<file path="src/rtl/fft_radix2.sv">
`default_nettype none
// fft_radix2: fully pipelined radix-2 DIT FFT, one N-point complex frame per clock.
// Each stage halves and saturates, so the output is DFT(x)/N; latency LOG2N+1 clocks.
module fft_radix2 #(
  parameter int N          = 16,
  parameter int DATA_WIDTH = 4,
  parameter int TW_WIDTH   = 12
) (
  input  logic                      clk,
  input  logic                      n_rst,
  input  logic                      en,
  input  logic [N*2*DATA_WIDTH-1:0] cplx_data_in,
  output logic [N*2*DATA_WIDTH-1:0] cplx_data_out,
  output logic                      en_out
);

  localparam int     LOG2N  = $clog2(N);
  localparam int     W      = DATA_WIDTH;
  localparam int     PW     = DATA_WIDTH + TW_WIDTH;
  localparam int     SW     = DATA_WIDTH + 2;
  localparam int     FRAC   = 28;
  localparam longint PI_FIX = 64'sd843314857;

  localparam logic signed [SW-1:0] SAT_MAX = SW'((1 << (W - 1)) - 1);
  localparam logic signed [SW-1:0] SAT_MIN = ~SAT_MAX;

  // Twiddles are built from integer Taylor series in Q(FRAC) so the table is
  // fully resolved at elaboration without relying on real-valued math.
  function automatic longint ang_fix(int s, int m);
    return (longint'(2) * PI_FIX * longint'(m)) >>> s;
  endfunction

  function automatic longint cos_fix(longint x);
    longint x2, term, acc;
    x2   = (x * x) >>> FRAC;
    term = longint'(1) <<< FRAC;
    acc  = term;
    for (int k = 1; k <= 12; k++) begin
      term = -(((term * x2) >>> FRAC) / longint'((2 * k - 1) * (2 * k)));
      acc  = acc + term;
    end
    return acc;
  endfunction

  function automatic longint sin_fix(longint x);
    longint x2, term, acc;
    x2   = (x * x) >>> FRAC;
    term = x;
    acc  = x;
    for (int k = 1; k <= 12; k++) begin
      term = -(((term * x2) >>> FRAC) / longint'((2 * k) * (2 * k + 1)));
      acc  = acc + term;
    end
    return acc;
  endfunction

  function automatic logic signed [TW_WIDTH-1:0] to_q(longint v);
    longint mag, r;
    mag = (v < 0) ? -v : v;
    r   = ((mag <<< (TW_WIDTH - 2)) + (longint'(1) <<< (FRAC - 1))) >>> FRAC;
    return TW_WIDTH'((v < 0) ? -r : r);
  endfunction

  function automatic int bit_rev(int k);
    int r;
    r = 0;
    for (int b = 0; b < LOG2N; b++) begin
      r = r | (((k >> b) & 1) << (LOG2N - 1 - b));
    end
    return r;
  endfunction

  function automatic logic signed [W-1:0] sat(logic signed [SW-1:0] v);
    if (v > SAT_MAX) return SAT_MAX[W-1:0];
    if (v < SAT_MIN) return SAT_MIN[W-1:0];
    return v[W-1:0];
  endfunction

  logic signed [W-1:0] in_re [N];
  logic signed [W-1:0] in_im [N];
  logic signed [W-1:0] st_re [LOG2N+1][N];
  logic signed [W-1:0] st_im [LOG2N+1][N];
  logic signed [W-1:0] nx_re [LOG2N][N];
  logic signed [W-1:0] nx_im [LOG2N][N];
  logic [LOG2N:0]      vld;

  for (genvar k = 0; k < N; k++) begin : g_unpack
    localparam int SRC = bit_rev(k);
    assign in_re[k] = cplx_data_in[(2 * SRC + 1) * W +: W];
    assign in_im[k] = cplx_data_in[2 * SRC * W +: W];
  end

  for (genvar s = 1; s <= LOG2N; s++) begin : g_stage
    for (genvar g = 0; g < N / 2; g++) begin : g_bfly
      localparam int HALF = 1 << (s - 1);
      localparam int M    = g % HALF;
      localparam int I    = (g / HALF) * 2 * HALF + M;
      localparam int J    = I + HALF;
      localparam logic signed [TW_WIDTH-1:0] WR = to_q(cos_fix(ang_fix(s, M)));
      localparam logic signed [TW_WIDTH-1:0] WI = to_q(-sin_fix(ang_fix(s, M)));

      logic signed [PW-1:0] p_re_full, p_im_full;
      logic signed [SW-1:0] p_re, p_im, a_re, a_im;

      assign p_re_full = PW'(st_re[s-1][J]) * PW'(WR) - PW'(st_im[s-1][J]) * PW'(WI);
      assign p_im_full = PW'(st_re[s-1][J]) * PW'(WI) + PW'(st_im[s-1][J]) * PW'(WR);
      // |b*w| < 2^(W+1), so the rescaled product and a +/- p both fit in W+2 bits.
      assign p_re = SW'(p_re_full >>> (TW_WIDTH - 2));
      assign p_im = SW'(p_im_full >>> (TW_WIDTH - 2));
      assign a_re = SW'(st_re[s-1][I]);
      assign a_im = SW'(st_im[s-1][I]);

      assign nx_re[s-1][I] = sat((a_re + p_re) >>> 1);
      assign nx_im[s-1][I] = sat((a_im + p_im) >>> 1);
      assign nx_re[s-1][J] = sat((a_re - p_re) >>> 1);
      assign nx_im[s-1][J] = sat((a_im - p_im) >>> 1);
    end
  end

  always_ff @(posedge clk or negedge n_rst) begin
    if (!n_rst) begin
      vld           <= '0;
      en_out        <= 1'b0;
      cplx_data_out <= '0;
      for (int s = 0; s <= LOG2N; s++) begin
        for (int k = 0; k < N; k++) begin
          st_re[s][k] <= '0;
          st_im[s][k] <= '0;
        end
      end
    end else begin
      vld    <= {vld[LOG2N-1:0], en};
      en_out <= vld[LOG2N];
      if (en) begin
        for (int k = 0; k < N; k++) begin
          st_re[0][k] <= in_re[k];
          st_im[0][k] <= in_im[k];
        end
      end
      for (int s = 1; s <= LOG2N; s++) begin
        if (vld[s-1]) begin
          for (int k = 0; k < N; k++) begin
            st_re[s][k] <= nx_re[s-1][k];
            st_im[s][k] <= nx_im[s-1][k];
          end
        end
      end
      if (vld[LOG2N]) begin
        for (int k = 0; k < N; k++) begin
          cplx_data_out[(2 * k + 1) * W +: W] <= st_re[LOG2N][k];
          cplx_data_out[2 * k * W +: W]       <= st_im[LOG2N][k];
        end
      end
    end
  end

endmodule
`default_nettype wire

</file>
<file path="config.mk">
export PLATFORM = sky130hd
export DESIGN_NAME = fft_radix2
export DESIGN_NICKNAME = d
export VERILOG_FILES = /design/src/rtl/fft_radix2.sv
export SDC_FILE = /design/constraint.sdc
export NUM_CORES = 2
export LEC_CHECK = 0
export BUFFER_PORTS_ARGS = -buffer_cell sky130_fd_sc_hd__buf_2
export CAP_MARGIN = 30
export CORE_ASPECT_RATIO = 2
export CORE_MARGIN = 1
export CORE_UTILIZATION = 24
export CTS_CLUSTER_DIAMETER = 120
export DETAILED_ROUTE_END_ITERATION = 16
export GPL_TIMING_DRIVEN = 0
export PLACE_DENSITY = 0.41
export RECOVER_POWER = 100
export SLEW_MARGIN = 25
export SYNTH_ARGS = -nofsm -noshare
export SYNTH_HDL_FRONTEND = slang
export SYNTH_SLANG_ARGS = --single-unit
</file>
<file path="constraint.sdc">
create_clock -name clk -period 7.33 [get_ports clk]
set_input_delay 0 -clock clk [delete_from_list [all_inputs] [get_ports clk]]
set_output_delay 0 -clock clk [all_outputs]
set_load 0.01 [all_outputs]
</file>
==> Yosys cells after proc, flatten, opt, wreduce, memory -nomap -nowiden <==
Cells that the tools add are included.
W data, S select, Z words.
{ "totals": {"reg_bits": 774, "latchBits": 0, "mem_bits_rw": 0, "rom_bits": 0, "in_bits": 131, "output_inout_bits": 129, "elab_cells": 1518, "memories": 0} }
{ "classes": {"addsub": 169, "n_mul": 34, "div": 0, "magnitude_cmp": 256, "n_eq_ne": 0, "shift": 0, "muxes": 896, "n_bitwise": 0, "n_reduce_logical": 0} }
{ "op_table": {"columns": ["operator", "n"], "rows": [
  ["$mux W4", 512],
  ["$mux W1", 384],
  ["$gt A5 B4 Y1 const B", 68],
  ["$lt A5 B4 Y1 const B", 68],
  ["$gt A4 B4 Y1 const B", 60],
  ["$lt A4 B4 Y1 const B", 60],
  ["$mul A4 B9 Y13 const B", 18],
  ["$add A4 B6 Y6", 34],
  ["$sub A4 B6 Y6", 34],
  ["$add A4 B4 Y5", 30],
  ["$sub A4 B4 Y5", 30],
  ["$mul A4 B10 Y14 const B", 8],
  ["$sub A1 B16 Y16 const A", 7],
  ["$add A15 B15 Y16", 6],
  ["$sub A15 B15 Y16", 6],
  ["$mul A4 B7 Y11 const B", 8],
  ["$neg A4 Y6", 14],
  ["$add A14 B15 Y16", 2],
  ["$add A15 B14 Y16", 2],
  ["$sub A14 B15 Y16", 2],
  ["$sub A15 B14 Y16", 2]
]} }

==> Depth between registers and ports, before layout <==
{ "logic_depth": {"word_depth": 8, "mapped_depth": 32, "ltp_nobuf": 32} }

==> Least setup slack after synthesis <==
Ideal clock, no wire load.
{ "synth_path": {"kind": "reg-to-reg", "from": "register st_re[65] (netlist bit)", "to": "register st_re[1] (netlist bit)", "setup_ps": 143, "arrival_ps": 5769, "required_ps": 7187, "slack_ps": 1418, "path_stages_with_launch": 29, "n_path_buf": 0, "synth_period_minus_slack_ps": 5912, "path_cell_list": "dfrtp_1 inv_1 ha_1 ha_1 fa_1 ha_1 inv_1 fa_1 nor2_1 o21ai_0 nand2b_1 xor2_1 ha_1 nand2_1 o21ai_0 a211oi_2 nor2b_1 nor2_1 xnor2_1 inv_1 ha_1 or4b_2 o21ai_0 inv_1 a311oi_1 nand2b_1 a21oi_1 a211oi_1 a211oi_1"} }
{ "synth_between": {"elab_chain_cells": 8, "elab_cells_between_ends": 11, "classes_between": "add/sub: 2; mul: 1; order compare: 2; mux: 6"} }
{ "synth_rtl": {"columns": ["item", "line", "text"], "rows": [
  ["start, declared", "81", "logic signed [W-1:0] st_re [LOG2N+1][N];"],
  ["start signal, assigned by index", "136", "st_re[0][k] <= in_re[k];"],
  ["start signal, assigned by index", "143", "st_re[s][k] <= nx_re[s-1][k];"],
  ["$mul A4 B10 Y14 *", "105", "assign p_re_full = PW'(st_re[s-1][J]) * PW'(WR) - PW'(st_im[s-1][J]) * PW'(WI);"],
  ["$sub A15 B14 Y16 *", "105", null],
  ["$sub A4 B6 Y6 *", "115", "assign nx_re[s-1][J] = sat((a_re - p_re) >>> 1);"],
  ["$lt A5 B4 Y1", "75", "if (v < SAT_MIN) return SAT_MIN[W-1:0];"],
  ["$mux W1 (2 in series)", "75", null],
  ["$mux W4", "76", "return v[W-1:0];"],
  ["$mux W4 *", "75", null]
]} }
Every way passes the cells marked *; elsewhere a longest branch is shown, timed or not. The select of a mux whose other input is x is not followed.
A chain may end at the register's enable or synchronous reset.

==> Worst setup path after layout <==
{ "layout_path": {"from": "register st_re[129] (netlist bit)", "to": "register st_re[66] (netlist bit)"} }
{ "layout_between": {"elab_chain_cells": 8, "elab_cells_between_ends": 11, "classes_between": "add/sub: 2; mul: 1; order compare: 2; mux: 6"} }
{ "layout_rtl": {"columns": ["item", "line"], "rows": [
  ["$mul A4 B9 Y13 *", "105"],
  ["$sub A15 B15 Y16 *", "105"],
  ["$sub A4 B6 Y6 *", "115"],
  ["$lt A5 B4 Y1", "75"],
  ["$mux W1 (2 in series)", "75"],
  ["$mux W4", "76"],
  ["$mux W4 *", "75"]
]} }
Marked as above.

==> results.sh <==
export IMPL_run_status="complete, but fails checks"
export IMPL_violations="max-capacitance violations, max-slew violations"
export IMPL_endpoint_kind="flop"
export IMPL_r2r_cells=27
export IMPL_max_clock_freq_ghz=0.144
export IMPL_routabilityCongestion=0.854
export IMPL_finClkSkew_ns=0.0754
export IMPL_layout_drive_gt1_share=0.0839
export IMPL_num_rows=292
export IMPL_vias=59300
export IMPL_finalSetupViolCount=0
export IMPL_initialDrtViolationCount=2180
export IMPL_start_util=0.242
export IMPL_cts_buffers=89
export IMPL_hold_start="cplx_data_in[94]"
export IMPL_worstPathRequired_ns=7.91
export IMPL_synth_seq_area_share=0.253
export IMPL_crit_path_start_kind="flop"
export IMPL_grt_pass1_vias=61500
export IMPL_core_um2=316000
export IMPL_ys_flop_type="dfrtp_1"
export IMPL_port_buffers=259
export IMPL_drc=0
export IMPL_dp_hpwl_mm=213
export IMPL_syn_avg_cell_area_um2=9.36
export IMPL_h_tree_depth=3
export IMPL_timing_rr_start="st_re[129]$_DFFE_PN0P_"
export IMPL_crit_fanout=7
export IMPL_cts_sinks=774
export IMPL_synth_edf_count=0
export IMPL_die_area_um2=321000
export IMPL_grt_first_pass_wirelength_mm=376
export IMPL_insertion_delay_ns=0.76
export IMPL_nNetsFinal=10500
export IMPL_synthDistinctLibCells=94
export IMPL_synth_seq_cells=774
export IMPL_grt_overflow=0
export IMPL_worst_setup_path_type="reg -> reg"
export IMPL_worst_pin_slew_ns=3.22
export IMPL_hold_end="st_re[266]$_DFFE_PN0P_"
export IMPL_dr_pass1_iters=8
export IMPL_clockRootBuffer="clkbuf_16"
export IMPL_min_path_type="in -> reg"
export IMPL_fp_dieW_um=401
export IMPL_wl_mm=248
export IMPL_finalCriticalPeriod_ns=6.93
export IMPL_fin_util=0.280
export IMPL_nFillCells=33700
export IMPL_drtAntennaViolNets=0
export IMPL_clk_path_buf_depth=3
export IMPL_area_growth_pct=15.8
export IMPL_cap_viol_max_count=4
export IMPL_cts_tree="yes"
export IMPL_holdPathStages=4
export IMPL_antenna_found_initial=4
export IMPL_crit_arrival_ns=7.51
export IMPL_syn_area_um2=76500
export IMPL_drt_vias_per_instance=4.58
export IMPL_syn_nets=9867
export IMPL_synth_warning_count=0
export IMPL_clkTransAtPathRegs_ns=0.07
export IMPL_grtUsageTotal=0.152
export IMPL_drv_slew=376
export IMPL_min_period_over_period=0.946
export IMPL_rsz0062_at_grt="false"
export IMPL_r2r_end="st_re[66]$_DFFE_PN0P_"
export IMPL_io_pins=260
export IMPL_slew_headroom=-1.15
export IMPL_die_h_um=800
export IMPL_hold_viol_final=0
export IMPL_wl_per_cell_um=19.2
export IMPL_regToRegSetupSlack_ns=0.40
export IMPL_grt_max_degree=125
export IMPL_syn_inst=8170
export IMPL_async_flop_share=1.00
## sequential cells by signal, summed over array words and instances, names as in the netlist
name,flops
en_out,1
cplx_data_out,128
g_stage.g_bfly.a_re,128
vld,5
st_re,192
st_im,192
g_stage.g_bfly.a_im,128
## cell families after synthesis
family,share of synthesized area
AO/OA/AOI/OAI,0.148
AND/OR/NAND/NOR,0.102
adder cells (fa/ha/maj),0.290
buffers and inverters,0.0547
XOR/XNOR,0.0960
flip-flops,0.253
multiplexers,0.0560
## stage by stage
stage	worst slack [ns]	instance area, um^2	hold slack [ns]	TNS [ns]	std cells
finish	0.396	88600	0.0583	0	13000
global route	0.00677	88600	0.0300	0	13000
CTS	0.126	88900	0.00116	0	13000
detailed placement	0.233	83300	-0.131	0	12600
global placement	-11.87	82900	0.127	-9064.73	12500
floorplan	1.42	76500	-0.296	0	8170
## per-layer routing
layer | vias up | GRT usage | wire length [um]
met1 | 29000 | 0.163 | 97300
li1 | 29300 | - | -
met5 | - | 0 | 27
met3 | 224 | 0.0123 | 5020
met2 | 815 | 0.309 | 137000
met4 | 4 | 0.0479 | 8460
## worst max-delay path, cell delays in order (launching register included)
cell	delay (ns)
dfrtp_1	0.55
inv_1	0.14
ha_1	0.22
ha_1	0.16
or2_2	0.29
ha_1	0.30
ha_1	0.30
a21o_1	0.18
a21oi_1	0.21
xnor2_1	0.20
ha_1	0.34
or4_1	0.42
a21oi_1	0.27
nand2_1	0.09
a21oi_1	0.29
nor2_1	0.12
nor2_1	0.10
nor2_1	0.05
xor2_1	0.16
ha_1	0.28
clkbuf_1	0.25
inv_1	0.12
a21oi_1	0.15
o31ai_1	0.13
a221o_1	0.34
xnor2_1	0.62
o211ai_1	0.21
o211ai_1	0.25
## placed cells by master, fill, tap and decap left out, drive strengths merged, types with 61 or more instances in the layout
cell / synthesis / routed
ha: 1298 / 1298
o211ai: 61 / 61
buf: 26 / 148
nor2b: 122 / 122
nor3: 77 / 77
nand3: 71 / 71
xor2: 224 / 224
a31oi: 72 / 72
o21bai: 114 / 114
nor2: 638 / 638
inv: 925 / 935
mux2: 340 / 340
fa: 268 / 268
dlygate4sd3: 0 / 230
nand2: 377 / 377
nand2b: 116 / 116
clkbuf: 161 / 427
xnor2: 608 / 608
a21oi: 639 / 639
dfrtp: 774 / 774
o21ai: 341 / 341
a2111oi: 63 / 63
a21o: 117 / 117
## Yosys cell counts (122+ instances only)
library cell,instances,share of area
xnor2_1,607,0.070
nor2_1,637,0.031
ha_1,1298,0.21
xor2_1,221,0.025
dfrtp_1,774,0.25
nor2b_1,122,0.010
o21ai_0,334,0.022
mux2_2,340,0.050
inv_1,924,0.045
nand2_1,377,0.019
a21oi_1,638,0.042
clkbuf_1,161,0.0079
fa_1,268,0.070
## repair_timing
item,4_1_cts,5_1_grt
hold buffers,231,0
hold endpoints to repair,386,0
endpoints found under the setup margin,0,35
gates resized for setup,0,20
setup buffers,0,1
## worst max path at each step
stage / from / to
6_report: st_re[129]$_DFFE_PN0P_ / st_re[66]$_DFFE_PN0P_
5_1_grt: st_im[65]$_DFFE_PN0P_ / st_im[1]$_DFFE_PN0P_
4_1_cts: st_re[169]$_DFFE_PN0P_ / g_stage[4].g_bfly[1].a_im[1]$_DFFE_PN0P_
3_5_place_dp: st_re[85]$_DFFE_PN0P_ / st_im[22]$_DFFE_PN0P_
3_3_place_gp: n_rst / g_stage[1].g_bfly[3].a_im[0]$_DFFE_PN0P_
2_1_floorplan: st_re[65]$_DFFE_PN0P_ / st_re[1]$_DFFE_PN0P_
## area by class of cell
cell class                 count  area (um^2)  share of cell area
multi-input combinational   6282        53000               0.598
sequential                   774        19400               0.219
tap                         4116         5150              0.0581
timing repair buffer         507         3620              0.0409
inverter                     927         3480              0.0393
clock buffer                 112         2430              0.0275
clock inverter                55          840             0.00948
buffer                       186          714             0.00806
antenna                        5         12.5            0.000141
Power is not shown: default switching activity piles up to over one toggle a cycle in this logic, so the estimate is an artifact.
